$ cat src/rtl/cmd_seq_pkg.sv
// Shared types and constants for the command sequencer.
package cmd_seq_pkg;

    // Sequencer FSM states
    typedef enum logic [2:0] {
        IDLE,
        LAUNCH,
        WAIT_SENT,
        WAIT_RESP,
        WAIT_DN,
        ERR
    } state_e;

    // err_code values
    localparam logic [1:0] ERR_NONE    = 2'b00;
    localparam logic [1:0] ERR_TX_TMO  = 2'b01;
    localparam logic [1:0] ERR_RSP_TMO = 2'b10;
    localparam logic [1:0] ERR_NAK     = 2'b11;

    // Default response bytes sent back by the Knight
    localparam logic [7:0] RESP_ACK  = 8'h5A;
    localparam logic [7:0] RESP_DONE = 8'hA5;

endpackage

$ cat src/rtl/cmd_fifo.sv
// Command FIFO: circular buffer, wrapping pointers, extra-bit occupancy count.
// DEPTH must be a power of two so the pointers wrap for free.
module cmd_fifo #(
    parameter int CMD_W = 16,
    parameter int DEPTH = 8
) (
    input  logic                     clk,
    input  logic                     rst_n,
    input  logic                     push,
    input  logic [CMD_W-1:0]         push_data,
    input  logic                     pop,
    output logic [CMD_W-1:0]         head,
    output logic                     full,
    output logic                     empty,
    output logic [$clog2(DEPTH):0]   count
);
    localparam int AW = $clog2(DEPTH);

    logic [DEPTH-1:0][CMD_W-1:0] mem;
    logic [AW-1:0]               wr_ptr;
    logic [AW-1:0]               rd_ptr;
    logic                        push_ok;
    logic                        pop_ok;

    assign full    = (count == (AW+1)'(DEPTH));
    assign empty   = (count == '0);
    assign head    = mem[rd_ptr];
    assign push_ok = push && !full;
    assign pop_ok  = pop && !empty;

    // Storage write; contents need no reset since occupancy gates every read
    always_ff @(posedge clk) begin
        if (push_ok) mem[wr_ptr] <= push_data;
    end

    // Pointer and occupancy bookkeeping
    always_ff @(posedge clk or negedge rst_n) begin
        if (!rst_n) begin
            wr_ptr <= '0;
            rd_ptr <= '0;
            count  <= '0;
        end else begin
            if (push_ok) wr_ptr <= wr_ptr + 1'b1;
            if (pop_ok)  rd_ptr <= rd_ptr + 1'b1;
            case ({push_ok, pop_ok})
                2'b10:   count <= count + 1'b1;
                2'b01:   count <= count - 1'b1;
                default: count <= count;
            endcase
        end
    end

endmodule

$ cat src/rtl/cmd_seq_ctrl.sv
// Command sequencer: queues host commands, issues them one at a time to the
// transmitter, waits for the response byte, retries on NAK/response timeout
// and latches a sticky error when out of retries.
// Optional build macro CMD_SEQ_STATS_EN adds stat_sent/stat_retry counters.
module cmd_seq_ctrl
    import cmd_seq_pkg::*;
#(
    parameter int         CMD_W     = 16,
    parameter int         DEPTH     = 8,
    parameter int         TMO_CYC   = 1000000,
    parameter int         RETRIES   = 2,
    parameter logic [7:0] ACK_CODE  = RESP_ACK,
    parameter logic [7:0] DONE_CODE = RESP_DONE,
    parameter int         WAIT_DONE = 0
) (
    input  logic                   clk,
    input  logic                   rst_n,
    input  logic                   push,
    input  logic [CMD_W-1:0]       push_cmd,
    output logic                   full,
    output logic                   empty,
    output logic [$clog2(DEPTH):0] count,
    output logic                   send_cmd,
    output logic [CMD_W-1:0]       cmd,
    input  logic                   cmd_sent,
    input  logic                   resp_rdy,
    input  logic [7:0]             resp,
    input  logic                   clr_err,
    output logic                   busy,
    output logic                   cmd_done,
    output logic                   err,
    output logic [1:0]             err_code
`ifdef CMD_SEQ_STATS_EN
    ,
    output logic [15:0]            stat_sent,
    output logic [15:0]            stat_retry
`endif
);
    localparam int             TW        = (TMO_CYC > 2) ? $clog2(TMO_CYC) : 1;
    localparam logic [TW-1:0]  TMO_LAST  = TW'(TMO_CYC - 1);
    localparam int             RW        = (RETRIES > 0) ? $clog2(RETRIES + 1) : 1;
    localparam logic [RW-1:0]  RETRY_MAX = RW'(RETRIES);

    state_e            state, state_nxt;
    logic [TW-1:0]     tmr;
    logic [RW-1:0]     retry;
    logic [CMD_W-1:0]  head;
    logic              sent_d;
    logic              sent_rise;
    logic              tmo;
    logic              pop;
    logic              tmr_clr;
    logic              retry_inc;
    logic              retry_clr;
    logic              err_set;
    logic              err_clr;
    logic              done_set;
    logic [1:0]        code_nxt;

    cmd_fifo #(
        .CMD_W (CMD_W),
        .DEPTH (DEPTH)
    ) u_fifo (
        .clk       (clk),
        .rst_n     (rst_n),
        .push      (push),
        .push_data (push_cmd),
        .pop       (pop),
        .head      (head),
        .full      (full),
        .empty     (empty),
        .count     (count)
    );

    assign sent_rise = cmd_sent && !sent_d;
    assign tmo       = (tmr == TMO_LAST);
    assign busy      = (state != IDLE);

    // Next-state decode and per-cycle control strobes
    always_comb begin
        state_nxt = state;
        pop       = 1'b0;
        tmr_clr   = 1'b0;
        retry_inc = 1'b0;
        retry_clr = 1'b0;
        err_set   = 1'b0;
        err_clr   = 1'b0;
        done_set  = 1'b0;
        code_nxt  = ERR_NONE;
        case (state)
            IDLE: begin
                if (!empty && !err) state_nxt = LAUNCH;
            end
            LAUNCH: begin
                tmr_clr   = 1'b1;
                state_nxt = WAIT_SENT;
            end
            WAIT_SENT: begin
                if (sent_rise) begin
                    tmr_clr   = 1'b1;
                    state_nxt = WAIT_RESP;
                end else if (tmo) begin
                    // stuck transmitter: re-sending would not help
                    err_set   = 1'b1;
                    code_nxt  = ERR_TX_TMO;
                    state_nxt = ERR;
                end
            end
            WAIT_RESP: begin
                if (resp_rdy && resp == ACK_CODE) begin
                    if (WAIT_DONE == 0) begin
                        pop       = 1'b1;
                        done_set  = 1'b1;
                        retry_clr = 1'b1;
                        state_nxt = IDLE;
                    end else begin
                        tmr_clr   = 1'b1;
                        state_nxt = WAIT_DN;
                    end
                end else if (resp_rdy || tmo) begin
                    // a response arriving on the timeout cycle is judged as a response
                    if (retry < RETRY_MAX) begin
                        retry_inc = 1'b1;
                        state_nxt = LAUNCH;
                    end else begin
                        err_set   = 1'b1;
                        code_nxt  = resp_rdy ? ERR_NAK : ERR_RSP_TMO;
                        state_nxt = ERR;
                    end
                end
            end
            WAIT_DN: begin
                if (resp_rdy && resp == DONE_CODE) begin
                    pop       = 1'b1;
                    done_set  = 1'b1;
                    retry_clr = 1'b1;
                    state_nxt = IDLE;
                end else if (tmo) begin
                    // move already acknowledged, so no re-send
                    err_set   = 1'b1;
                    code_nxt  = ERR_RSP_TMO;
                    state_nxt = ERR;
                end
            end
            ERR: begin
                if (clr_err) begin
                    err_clr   = 1'b1;
                    retry_clr = 1'b1;
                    state_nxt = IDLE;
                end
            end
            default: state_nxt = IDLE;
        endcase
    end

    // State, timer, retry counter and registered outputs
    always_ff @(posedge clk or negedge rst_n) begin
        if (!rst_n) begin
            state    <= IDLE;
            tmr      <= '0;
            retry    <= '0;
            sent_d   <= 1'b0;
            send_cmd <= 1'b0;
            cmd      <= '0;
            cmd_done <= 1'b0;
            err      <= 1'b0;
            err_code <= ERR_NONE;
        end else begin
            state    <= state_nxt;
            sent_d   <= cmd_sent;
            send_cmd <= (state == LAUNCH);
            cmd_done <= done_set;
            if (state == LAUNCH) cmd <= head;
            // timer saturates rather than wrapping
            if (tmr_clr)         tmr <= '0;
            else if (tmr != '1)  tmr <= tmr + 1'b1;
            if (retry_clr)       retry <= '0;
            else if (retry_inc)  retry <= retry + 1'b1;
            if (err_set) begin
                err      <= 1'b1;
                err_code <= code_nxt;
            end else if (err_clr) begin
                err      <= 1'b0;
                err_code <= ERR_NONE;
            end
        end
    end

`ifdef CMD_SEQ_STATS_EN
    // Saturating activity counters; observation only
    always_ff @(posedge clk or negedge rst_n) begin
        if (!rst_n) begin
            stat_sent  <= '0;
            stat_retry <= '0;
        end else if (clr_err) begin
            stat_sent  <= '0;
            stat_retry <= '0;
        end else begin
            if (send_cmd && stat_sent != 16'hFFFF)   stat_sent  <= stat_sent + 1'b1;
            if (retry_inc && stat_retry != 16'hFFFF) stat_retry <= stat_retry + 1'b1;
        end
    end
`endif

endmodule

$ cat config.mk
export PLATFORM = sky130hd
export DESIGN_NAME = cmd_seq_ctrl
export DESIGN_NICKNAME = d
export VERILOG_FILES = /design/src/rtl/cmd_seq_pkg.sv /design/src/rtl/cmd_fifo.sv /design/src/rtl/cmd_seq_ctrl.sv
export SDC_FILE = /design/constraint.sdc
export NUM_CORES = 1
export LEC_CHECK = 0
export ABC_AREA = 0
export CAP_MARGIN = 15
export CORE_ASPECT_RATIO = 1.75
export CORE_MARGIN = 1.5
export CORE_UTILIZATION = 55
export CTS_CLUSTER_SIZE = 30
export DETAILED_ROUTE_END_ITERATION = 7
export GPL_TIMING_DRIVEN = 1
export PLACE_DENSITY = 0.76
export SYNTH_ARGS = -nofsm -noshare
export SYNTH_HDL_FRONTEND = slang
export SYNTH_SLANG_ARGS = --single-unit
$ cat constraint.sdc
create_clock -name clk -period 4.8 [get_ports clk]
set_input_delay 1.2 -clock clk [delete_from_list [all_inputs] [get_ports clk]]
set_output_delay 1.2 -clock clk [all_outputs]
set_load 0.02 [all_outputs]
==> metrics.cfg, run 1 <==
[power]
switchingPower_uw=1520
cellPowerDensity_nw_per_um2=516
switching_share_pct=31.9
power.combinational.fraction_pct=23.4
power.leakage_uw=0.00321
power.sequential.fraction_pct=46.7
p_clk_share_pct=30.0
vdd_ir_drop_max_mv=0.499
p_int_uw=3230

[layout]
layout-area-overhead-vs-synth_pct=18.5
num_antenna_cells=0
most_common_cell_after_layout_fill_and_taps_aside=edfxtp_1
final_layout_size_suffix_gt1_share_pct=17.3
nets=595
final_cell_mix=edfxtp_1 (128), clkdlybuf4s50_1 (56), dfrtp_1 (55)

[routing]
remaining_drc_errors=0
vias_per_cell=5.91
wl_per_cell_um=20.3
dr.pass1.iters=4
route.vias.total=4420
drt_iter0_drcs=211
drt_wl_total_um=15200
postRouteAntennaNets=0

[synthesis]
seq_area_frac_synth_pct=67.8
synth-seq-cells=185
avg_synthesized_cell_area_um2=15.8
synth_cell_type_count=55
synthAdderAreaFrac_pct=1.22
combinational_family_with_the_most_area_after_synthesis=multiplexers
synth_top_area_share_pct=49.5
synthesis.nets=529
synth-async-reset-ratio_pct=30.8
synth-compound-area-share_pct=5.06
yosys.area_share.xor_xnor_pct=2.82
synth_enable_flop_cells=128
yosys_most_used_dff=edfxtp_1
synth-simple-area-share_pct=9.24
yosys.area.top_type=edfxtp_1
mappedNetlistArea_um2=7770
synth_mux_area_share_pct=11.9
syn-instance-count=492
yosysWarnings=0
synth_top_cells_by_area=edfxtp_1 (49%), dfrtp_1 (18%), mux4_2 (9.3%)

[global_route]
grt_pass1_vias=4769
grt_pass1_wl_um=24700
grt_overflow_total=0
number_of_antenna_violations_at_the_first_check_in_global_routing=0
grt_start_max_net_pins=40
grt_util_all_layers_pct=22.2

[setup_path]
reg2reg_from=state[2]$_DFFE_PN0P_
worst_ep_required_time_ns=5.10
r2r_setup_slack_ns=1.96
crit_path_cell_trace=clkdlybuf4s50_1 -> nor4bb_1 -> nand4b_1 -> a21oi_1 -> ha_1 -> ha_1 -> a21o_1 -> a21oi_1 -> xnor2_1 -> nor2_1 -> xor2_1
data_arrival_time_of_the_critical_path_ns=3.97
timing_worst_setup_path_type=primary input to flop
cpMaxStageDelayCell=clkdlybuf4s50_1
critical_path.max_stage_delay_ns=0.48
critical_path.reg2reg.endpoint=u_fifo.count[3]$_DFFE_PN0P_
crit_path_start_kind=primary input
worst_r2r_path_depth=10
end_kind=flop
critPathMaxFanout=4

[clocking]
postCtsSetupBuffers=0
insertion_delay_to_the_later_sink_of_the_worst_skew_pair_ns=0.43
cts_made_buffers=17
cell_at_the_root_of_the_clock_tree=clkbuf_16
tritoncts=built
cts.repair.resized=0
clock_tree.buffer_depth=2
clk_pin_slew_worst_paths_ns=0.08
clock-sinks=185
ctsHtreeMaxLevel=4
hold_buffers=0

[die]
initial_utilization_pct=56.1
die_w_um=92.8
top_level_ports=58
floorplan.die.height_um=160
coreArea_um2=13800
die_footprint_um2=14900
row_count=57

[flow_run]
max_cap_viol_count=0

[placement]
place_hpwl_um=9750
io_buffers=57
gp_weighted_congestion=0.848

[timing]
hold_ws_ns=0.502
hold_violations=0
maxSlewHeadroom_pct=34.0
max_freq_ghz=0.273
tns_ns=0
timing.final.max_slew_violations=0
timing.final.crit_period_ns=3.67
unrepaired_setup_endpoints_after_global_routing=no
worst_pin_slew_ns=0.982
finalClockSkew_ns=0.0137
report.final.setup_viol=0
min_period_over_period_pct=76.4

[worst_hold_path]
hp-start=retry[0]$_DFFE_PN0P_
hold_path.class=flop to flop
min_delay_worst_endpoint=retry[0]$_DFFE_PN0P_
min_path_cells=1

[outcome]
outcome=finished clean

-- final cells by class --
class                   count  area [um2]
multi-input cells         273        2380
fillers                   961        4630
clock inverters            15         203
clock buffers              17         425
flip-flops and latches    185        5270
inverters                  11        41.3
repair buffers             70         663
well taps                 177         221
-- logic make-up after synthesis --
group                      after synthesis
and+or+nand+nor                        131
xor gates and xnor gates                25
adders and majority gates                7
buffers and inverters                   34
DFF                                    185
AOI/OAI and AO/OA                       58
muxes                                   52
-- state kept, by name (all words and copies together), names as in the netlist --
name           cells
cmd_done           1
retry              2
tmr               20
err                1
send_cmd           1
cmd               16
err_code           2
u_fifo.count       4
state              3
u_fifo.mem       128
u_fifo.wr_ptr      3
u_fifo.rd_ptr      3
sent_d             1
-- through the flow --
stage	power [uW]	utilization, %	instance area, um2	worst slack, ns	std cells
after CTS	4800	66.5	9200	1.13	748
after global placement	3300	62.0	8570	0.877	716
after floorplan	2860	-	7770	1.23	492
final	4750	66.5	9200	1.13	748
after global routing	4980	66.5	9200	0.986	748
after detailed placement	3370	62.0	8570	0.673	716
-- synth_stat cells (2+ instances only) --
| cell | instances |
|---|---|
| buf_4 | 2 |
| o21ai_0 | 4 |
| nand3_1 | 9 |
| a21oi_1 | 28 |
| and2_1 | 5 |
| a2111oi_2 | 4 |
| dfrtp_1 | 57 |
| nor4bb_1 | 2 |
| a31oi_1 | 4 |
| clkbuf_1 | 10 |
| buf_2 | 7 |
| nand4_1 | 9 |
| nor2b_1 | 3 |
| o21bai_1 | 2 |
| ha_1 | 6 |
| nor2_1 | 44 |
| nor3_1 | 7 |
| xor2_1 | 4 |
| buf_1 | 3 |
| a21o_1 | 3 |
| a211oi_1 | 3 |
| xnor2_1 | 21 |
| inv_1 | 10 |
| nand3b_1 | 3 |
| mux4_2 | 32 |
| a211o_1 | 2 |
| edfxtp_1 | 128 |
| nand2_1 | 23 |
| nor3b_1 | 4 |
| and4_1 | 3 |
| a311oi_1 | 3 |
| nor4_1 | 3 |
| mux2i_1 | 19 |
| nand2b_1 | 2 |
| and3_1 | 3 |
-- routing by layer --
layer / routed length (um) / global-route usage [%]
met4: 299 / 8.13
met5: 0 / 0
met2: 8610 / 40.1
met3: 541 / 4.33
met1: 5730 / 25.6
-- power groups by stage --
stage	clock network, uW	logic (uW)	registers, uW
floorplan	0	562	2300
global placement	0	1080	2220
detailed placement	0	1120	2250
CTS	1450	1130	2220
global route	1520	1210	2250
finish	1430	1110	2220
-- how the worst max path moves through the flow --
stage | from | end | slack (ns) | cells after the start
6_report | resp[6] | u_fifo.count[3]$_DFFE_PN0P_ | 1.13 | 11
4_1_cts | resp[6] | u_fifo.count[3]$_DFFE_PN0P_ | 1.13 | 11
5_1_grt | resp[5] | u_fifo.count[3]$_DFFE_PN0P_ | 0.99 | 11
3_5_place_dp | resp[6] | u_fifo.count[3]$_DFFE_PN0P_ | 0.67 | 11
2_1_floorplan | push | u_fifo.mem[0]$_DFFE_PP_ | 1.23 | 3
3_3_place_gp | resp[6] | u_fifo.count[3]$_DFFE_PN0P_ | 0.88 | 11
-- worst max-delay path: cells and delay by family --
kind,cells,cell delay (ns)
AND/OR/NAND/NOR,3,0.68
AO/OA/AOI/OAI,3,0.76
XOR/XNOR,2,0.30
adder cells (fa/ha/maj),2,0.53
buffers and inverters,1,0.48
Note: power is estimated with default switching activity, not from simulation.
==> run 2, diff against run 1 <==
--- a/config.mk
+++ b/config.mk
@@ -9,7 +9,7 @@
 export CAP_MARGIN = 15
 export CORE_ASPECT_RATIO = 1.75
 export CORE_MARGIN = 1.5
-export CORE_UTILIZATION = 55
+export CORE_UTILIZATION = 53
 export CTS_CLUSTER_SIZE = 30
 export DETAILED_ROUTE_END_ITERATION = 7
 export GPL_TIMING_DRIVEN = 1
==> constraint.sdc (replaced) <==
create_clock -name clk -period 2.95 [get_ports clk]
set_input_delay 0.7375 -clock clk [delete_from_list [all_inputs] [get_ports clk]]
set_output_delay 0.7375 -clock clk [all_outputs]
set_load 0.02 [all_outputs]
==> metrics.cfg, run 2 (same netlist as run 1, synthesis figures left out) <==
[global_route]
grt_start_max_net_pins=35  ; -13%
grt_util_all_layers_pct=21.2  ; -1.0 points
number_of_antenna_violations_at_the_first_check_in_global_routing=0  ; unchanged
global_route.usage.met2_pct=38.0  ; -2.1 points
grt.busiest_layer=met2
grt_overflow_total=0  ; unchanged
grt_pass1_vias=4751  ; -0.38%
use_met3_pct=3.91  ; -0.42 points
grt_pass1_wl_um=23900  ; -3.2%
grt.met1_usage_pct=23.9  ; -1.8 points

[setup_path]
worst_path_most_repeated_cell=ha_1
timing_worst_setup_path_type=primary input to flop
crit_path_start_kind=primary input
end_kind=flop
kind_of_cell_adding_the_most_delay_to_the_critical_path=simple AND/OR/NAND/NOR gates
crit_path_cell_trace=clkdlybuf4s50_1 -> nor4bb_4 -> nand4b_1 -> a21oi_2 -> ha_1 -> ha_1 -> a21o_1 -> a21oi_1 -> xnor2_1 -> nor2_1 -> xor2_1
cpMaxStageDelayCell=clkdlybuf4s50_1
critical_path.max_stage_delay_ns=0.54  ; +0.06 ns
data_arrival_time_of_the_critical_path_ns=3.18  ; -0.79 ns
critPathMaxFanout=2  ; -2
worst_ep_required_time_ns=3.27  ; -1.83 ns
buffer_and_inverter_count_on_the_worst_path=1  ; unchanged

[timing]
tns_ns=0  ; unchanged
hold_violations=0  ; unchanged
report.final.setup_viol=0  ; unchanged
timing.final.crit_period_ns=2.87
max_freq_ghz=0.349
maxSlewHeadroom_pct=63.4  ; +29 points
timing.final.max_slew_violations=0  ; unchanged
min_period_over_period_pct=97.2
finalClockSkew_ns=0.0128  ; -0.000904 ns
worst_pin_slew_ns=0.549  ; -0.432 ns

[layout]
nFillCells=1018  ; +5.9%
post-route-util_pct=64.9  ; -1.6 points
layout-area-overhead-vs-synth_pct=20.1
final_layout_size_suffix_gt1_share_pct=20.1  ; +2.7 points
area.sequential_um2=5270  ; about the same
largest-register=u_fifo.mem
final_cell_mix=edfxtp_1 (128), dfrtp_1 (56), clkdlybuf4s50_1 (56)
regs_by_ff_count=u_fifo.mem (128), tmr (20), cmd (16)
multi_input_area_um2=2420  ; +2.1%
most_common_cell_after_layout_fill_and_taps_aside=edfxtp_1
num_antenna_cells=0  ; unchanged
nets=612  ; +2.9%
number_of_flip_flops_under_the_largest_register_name=128  ; unchanged

[placement]
gp_weighted_congestion=0.809  ; -4.6%
io_buffers=57  ; unchanged
place_hpwl_um=9620  ; -1.4%

[routing]
drt_wl_total_um=15200  ; +0.18%
route.vias.total=4478  ; +1.3%
dr.pass1.iters=4  ; unchanged
vias_per_cell=5.83  ; -1.3%
postRouteAntennaNets=0  ; unchanged
remaining_drc_errors=0  ; unchanged
wl_per_cell_um=19.8  ; -2.4%
drt_iter0_drcs=216  ; +2.4%

[clocking]
clock-sinks=185  ; unchanged
cts_made_buffers=17  ; unchanged
ctsHtreeMaxLevel=4  ; unchanged
insertion_delay_to_the_later_sink_of_the_worst_skew_pair_ns=0.43  ; about the same
cell_at_the_root_of_the_clock_tree=clkbuf_16
clock_tree.buffer_depth=2  ; unchanged
hold_buffers=0  ; unchanged
tritoncts=built
clk_pin_slew_worst_paths_ns=0.07  ; about the same

[die]
floorplan.die.height_um=163  ; +1.8%
coreArea_um2=14400  ; +3.9%
die_w_um=94.5  ; +1.8%
top_level_ports=58  ; unchanged
row_count=58  ; +1.8%
die_footprint_um2=15400  ; +3.7%
initial_utilization_pct=54.1  ; -2.1 points

[worst_hold_path]
hold_path.class=primary input to async pin

[power]
vdd_ir_drop_max_mv=0.542  ; +8.6%
power.leakage_uw=0.00330  ; +2.7%
cellPowerDensity_nw_per_um2=816  ; +58%

[outcome]
outcome=finished clean

[flow_run]
max_cap_viol_count=0  ; unchanged

## run 2: cell count changes in the layout (fill, tap and decap cells not counted), moves of 2 or more
cell | previous run | this run
inv_8 | 5 | 3
inv_6 | 1 | 5
buf_4 | 13 | 29
nor4bb_1 | 2 | 0
nor4bb_4 | 0 | 2
clkinv_8 | 4 | 0
inv_12 | 4 | 0
clkinv_2 | 0 | 4
## run 2: what timing repair did
item	in CTS	in global routing
pin swaps	0	4
endpoints found under the setup margin	1	3
buffers inserted	0	6
resized for setup	1	5
## run 2: worst paths after layout
check | from | end | slack [ns] | depth (start not counted)
max | resp[4] | u_fifo.count[3]$_DFFE_PN0P_ | 0.08 | 11
min | rst_n | retry[0]$_DFFE_PN0P_ | 0.28 | 1
max reg2reg | state[2]$_DFFE_PN0P_ | u_fifo.count[3]$_DFFE_PN0P_ | 0.31 | 10
min reg2reg | retry[0]$_DFFE_PN0P_ | retry[0]$_DFFE_PN0P_ | 0.53 | 1
max in group asynchronous | rst_n | tmr[3]$_DFFE_PN0P_ | 1.95 | 2
min in group clk | retry[0]$_DFFE_PN0P_ | retry[0]$_DFFE_PN0P_ | 0.53 | 1
## run 2: layer usage
layer / vias up / wire [um]
met4: 0 / 368
met5: - / 0
li1: 2048 / -
met2: 124 / 8550
met3: 31 / 613
met1: 2275 / 5680
## run 2: power by group
part           internal (uW)  switching, uW  leakage (uW)
clock                   1190            990      0.000281
combinational            813           1020       0.00116
sequential              3300            303       0.00186
total                   5300           2320       0.00330
## run 2: cell type report
type | instances | share of cell area [%]
clock buffer | 18 | 4.60
clock inverter | 14 | 1.45
inverter | 11 | 0.443
multi-input combinational | 273 | 26.0
sequential | 185 | 56.5
tap | 180 | 2.41
timing repair buffer | 87 | 8.61
## run 2: stage by stage
| step | std cells | area [um2] | setup WS (ns) | hold slack (ns) | total power, uW |
|---|---|---|---|---|---|
| 2_1_floorplan | 492 | 7770 | 0.0178 | 0.442 | 4660 |
| 3_3_place_gp | 730 | 8680 | -0.329 | 0.481 | 5410 |
| 3_5_place_dp | 730 | 8680 | -0.414 | 0.514 | 5490 |
| 4_1_cts | 762 | 9250 | 0.0282 | 0.277 | 7680 |
| 5_1_grt | 768 | 9330 | -0.0533 | 0.301 | 7960 |
| 6_report | 768 | 9330 | 0.0841 | 0.275 | 7610 |
==> run 3, diff against run 2 <==
--- a/config.mk
+++ b/config.mk
@@ -9,11 +9,11 @@
 export CAP_MARGIN = 15
 export CORE_ASPECT_RATIO = 1.75
 export CORE_MARGIN = 1.5
-export CORE_UTILIZATION = 53
+export CORE_UTILIZATION = 58
 export CTS_CLUSTER_SIZE = 30
 export DETAILED_ROUTE_END_ITERATION = 7
 export GPL_TIMING_DRIVEN = 1
-export PLACE_DENSITY = 0.76
+export PLACE_DENSITY = 0.79
 export SYNTH_ARGS = -nofsm -noshare
 export SYNTH_HDL_FRONTEND = slang
 export SYNTH_SLANG_ARGS = --single-unit
==> constraint.sdc (replaced) <==
create_clock -name clk -period 2.9 [get_ports clk]
set_input_delay 0.725 -clock clk [delete_from_list [all_inputs] [get_ports clk]]
set_output_delay 0.725 -clock clk [all_outputs]
set_load 0.02 [all_outputs]
==> metrics.cfg, run 3 (same netlist as run 1, synthesis figures left out) <==
[global_route]
grt_pass1_vias=4758  ; +0.15%
number_of_antenna_violations_at_the_first_check_in_global_routing=0  ; unchanged
grt_start_max_net_pins=35  ; unchanged
grt_overflow_total=0  ; unchanged
grt_pass1_wl_um=25500  ; +6.6%
grt_util_all_layers_pct=24.5  ; +3.3 points

[setup_path]
r2r_setup_slack_ns=0.35  ; +0.04 ns
worst_r2r_path_depth=10  ; unchanged
critical_path.reg2reg.endpoint=u_fifo.count[3]$_DFFE_PN0P_
cpMaxStageDelayCell=clkdlybuf4s50_1
crit_path_cell_trace=clkdlybuf4s50_1 -> nor4bb_4 -> nand4b_1 -> a21oi_2 -> ha_2 -> ha_1 -> a21o_1 -> a21oi_1 -> xnor2_1 -> nor2_1 -> xor2_1
critPathMaxFanout=2  ; unchanged
data_arrival_time_of_the_critical_path_ns=3.14  ; -0.04 ns
worst_ep_required_time_ns=3.20  ; -0.07 ns
end_kind=flop
timing_worst_setup_path_type=primary input to flop
critical_path.max_stage_delay_ns=0.49  ; -0.05 ns
reg2reg_from=state[2]$_DFFE_PN0P_
crit_path_start_kind=primary input

[power]
power.sequential.fraction_pct=47.2  ; about the same
vdd_ir_drop_max_mv=0.627  ; +16%
totalPowerFinal_uw=7820  ; +2.7%
p_int_uw=5340  ; +0.79%
switching_share_pct=31.7  ; +1.3 points
cellPowerDensity_nw_per_um2=837  ; +2.6%
p_clk_share_pct=28.5  ; about the same
power.combinational.fraction_pct=24.3  ; +0.2 points
power.leakage_uw=0.00332  ; +0.58%
switchingPower_uw=2480  ; +7.1%

[die]
top_level_ports=58  ; unchanged
floorplan.die.height_um=156  ; -4.3%
row_count=55  ; -5.2%
initial_utilization_pct=59.7  ; +5.7 points
die_footprint_um2=14100  ; -8.4%
die_w_um=90.5  ; -4.3%
coreArea_um2=13000  ; -9.5%

[layout]
nFillCells=787  ; -23%
layout-area-overhead-vs-synth_pct=20.3
nets=612  ; unchanged
largest-register=u_fifo.mem
num_antenna_cells=0  ; unchanged
multi_input_area_um2=2430  ; +0.10%
most_common_cell_after_layout_fill_and_taps_aside=edfxtp_1
area.sequential_um2=5270  ; unchanged
instances_no_fill=759  ; -1.2%
final_layout_size_suffix_gt1_share_pct=20.2  ; +0.17 points
number_of_flip_flops_under_the_largest_register_name=128  ; unchanged
regs_by_ff_count=u_fifo.mem (128), tmr (20), cmd (16)
final_cell_mix=edfxtp_1 (128), dfrtp_1 (56), clkdlybuf4s50_1 (54)

[clocking]
insertion_delay_to_the_later_sink_of_the_worst_skew_pair_ns=0.43  ; about the same
clk_pin_slew_worst_paths_ns=0.07  ; about the same
clock_tree.buffer_depth=2  ; unchanged
ctsHtreeMaxLevel=4  ; unchanged
clock-sinks=185  ; unchanged
tritoncts=built
hold_buffers=0  ; unchanged
cell_at_the_root_of_the_clock_tree=clkbuf_16
cts_made_buffers=17  ; unchanged

[timing]
timing.final.crit_period_ns=2.84
worst_pin_slew_ns=0.527  ; -0.0224 ns
report.final.setup_viol=0  ; unchanged
min_period_over_period_pct=97.9
tns_ns=0  ; unchanged
postLayoutSetupSlackWorst_ns=0.0610  ; -0.0230 ns
hold_violations=0  ; unchanged
max_freq_ghz=0.352
maxSlewHeadroom_pct=64.9  ; +1.5 points
finalClockSkew_ns=0.0112  ; -0.00160 ns
timing.final.max_slew_violations=0  ; unchanged

[routing]
postRouteAntennaNets=0  ; unchanged
drt_iter0_drcs=222  ; +2.8%
wl_per_cell_um=21.4  ; +8.1%
route.vias.total=4530  ; +1.2%
vias_per_cell=5.97  ; +2.4%
dr.pass1.iters=4  ; unchanged
drt_wl_total_um=16300  ; +6.9%
remaining_drc_errors=0  ; unchanged

[outcome]
outcome=finished clean

[flow_run]
max_cap_viol_count=0  ; unchanged

[placement]
gp_weighted_congestion=0.831  ; +2.7%
io_buffers=57  ; unchanged
pre_cts_ws_ns=-0.491  ; -0.0772 ns
post-place-cells=723  ; -0.96%
place_hpwl_um=9980  ; +3.8%

[worst_hold_path]
hold_path.class=primary input to async pin

[run 3: worst max-delay path by stage]
stage               slack (ns)                           to  depth (start not counted)    start
floorplan                 0.13  u_fifo.count[3]$_DFFE_PN0P_                         10  resp[2]
global placement         -0.26  u_fifo.count[3]$_DFFE_PN0P_                         11  resp[6]
detailed placement       -0.49  u_fifo.count[3]$_DFFE_PN0P_                         11  resp[6]
CTS                     0.0003  u_fifo.count[3]$_DFFE_PN0P_                         11  resp[6]
global route             -0.02  u_fifo.count[3]$_DFFE_PN0P_                         11  resp[5]
finish                    0.06  u_fifo.count[3]$_DFFE_PN0P_                         11  resp[5]
[run 3: what timing repair did]
action                                  4_1_cts  5_1_grt
gates cloned                                  0        0
gates resized for setup                       1        7
endpoints found under the setup margin        1        3
pin swaps                                     0        5
buffers inserted                              0        4
[run 3: cell type report]
class                           instances  area share [%]
Clock buffer                           18            4.59
Clock inverter                         14            1.62
Inverter                               11           0.442
Multi-Input combinational cell        273            26.0
Sequential cell                       185            56.4
Tap cell                              171            2.29
Timing Repair Buffer                   87            8.65
[run 3: power groups by stage]
| stage | logic [uW] | clock network (uW) | registers, uW |
|---|---|---|---|
| global route | 2070 | 2370 | 3740 |
| finish | 1900 | 2230 | 3690 |
| global placement | 1820 | 0 | 3700 |
| floorplan | 934 | 0 | 3810 |
| detailed placement | 1880 | 0 | 3730 |
| CTS | 1900 | 2250 | 3690 |
[run 3: worst max-delay path, delay by kind of cell]
family	cells	cell delay, ns
buffers and inverters	1	0.49
XOR/XNOR	2	0.29
adder cells (fa/ha/maj)	2	0.43
AO/OA/AOI/OAI	3	0.58
AND/OR/NAND/NOR	3	0.63
[run 3: through the flow]
step / hold WS (ns) / utilization (%) / cell area (um2)
2_1_floorplan: 0.429 / - / 7780
6_report: 0.250 / 71.8 / 9340
3_5_place_dp: 0.480 / 66.8 / 8690
4_1_cts: 0.248 / 71.3 / 9280
5_1_grt: 0.264 / 71.8 / 9340
3_3_place_gp: 0.466 / 66.8 / 8690
[run 3: per-layer routing]
layer	vias to the layer above	global-route usage, %	share of wire, %
met5	-	0	0
met1	2320	26.5	37
met4	0	11.0	2.8
met3	33	3.95	2.8
met2	118	46.4	58
li1	2059	-	-
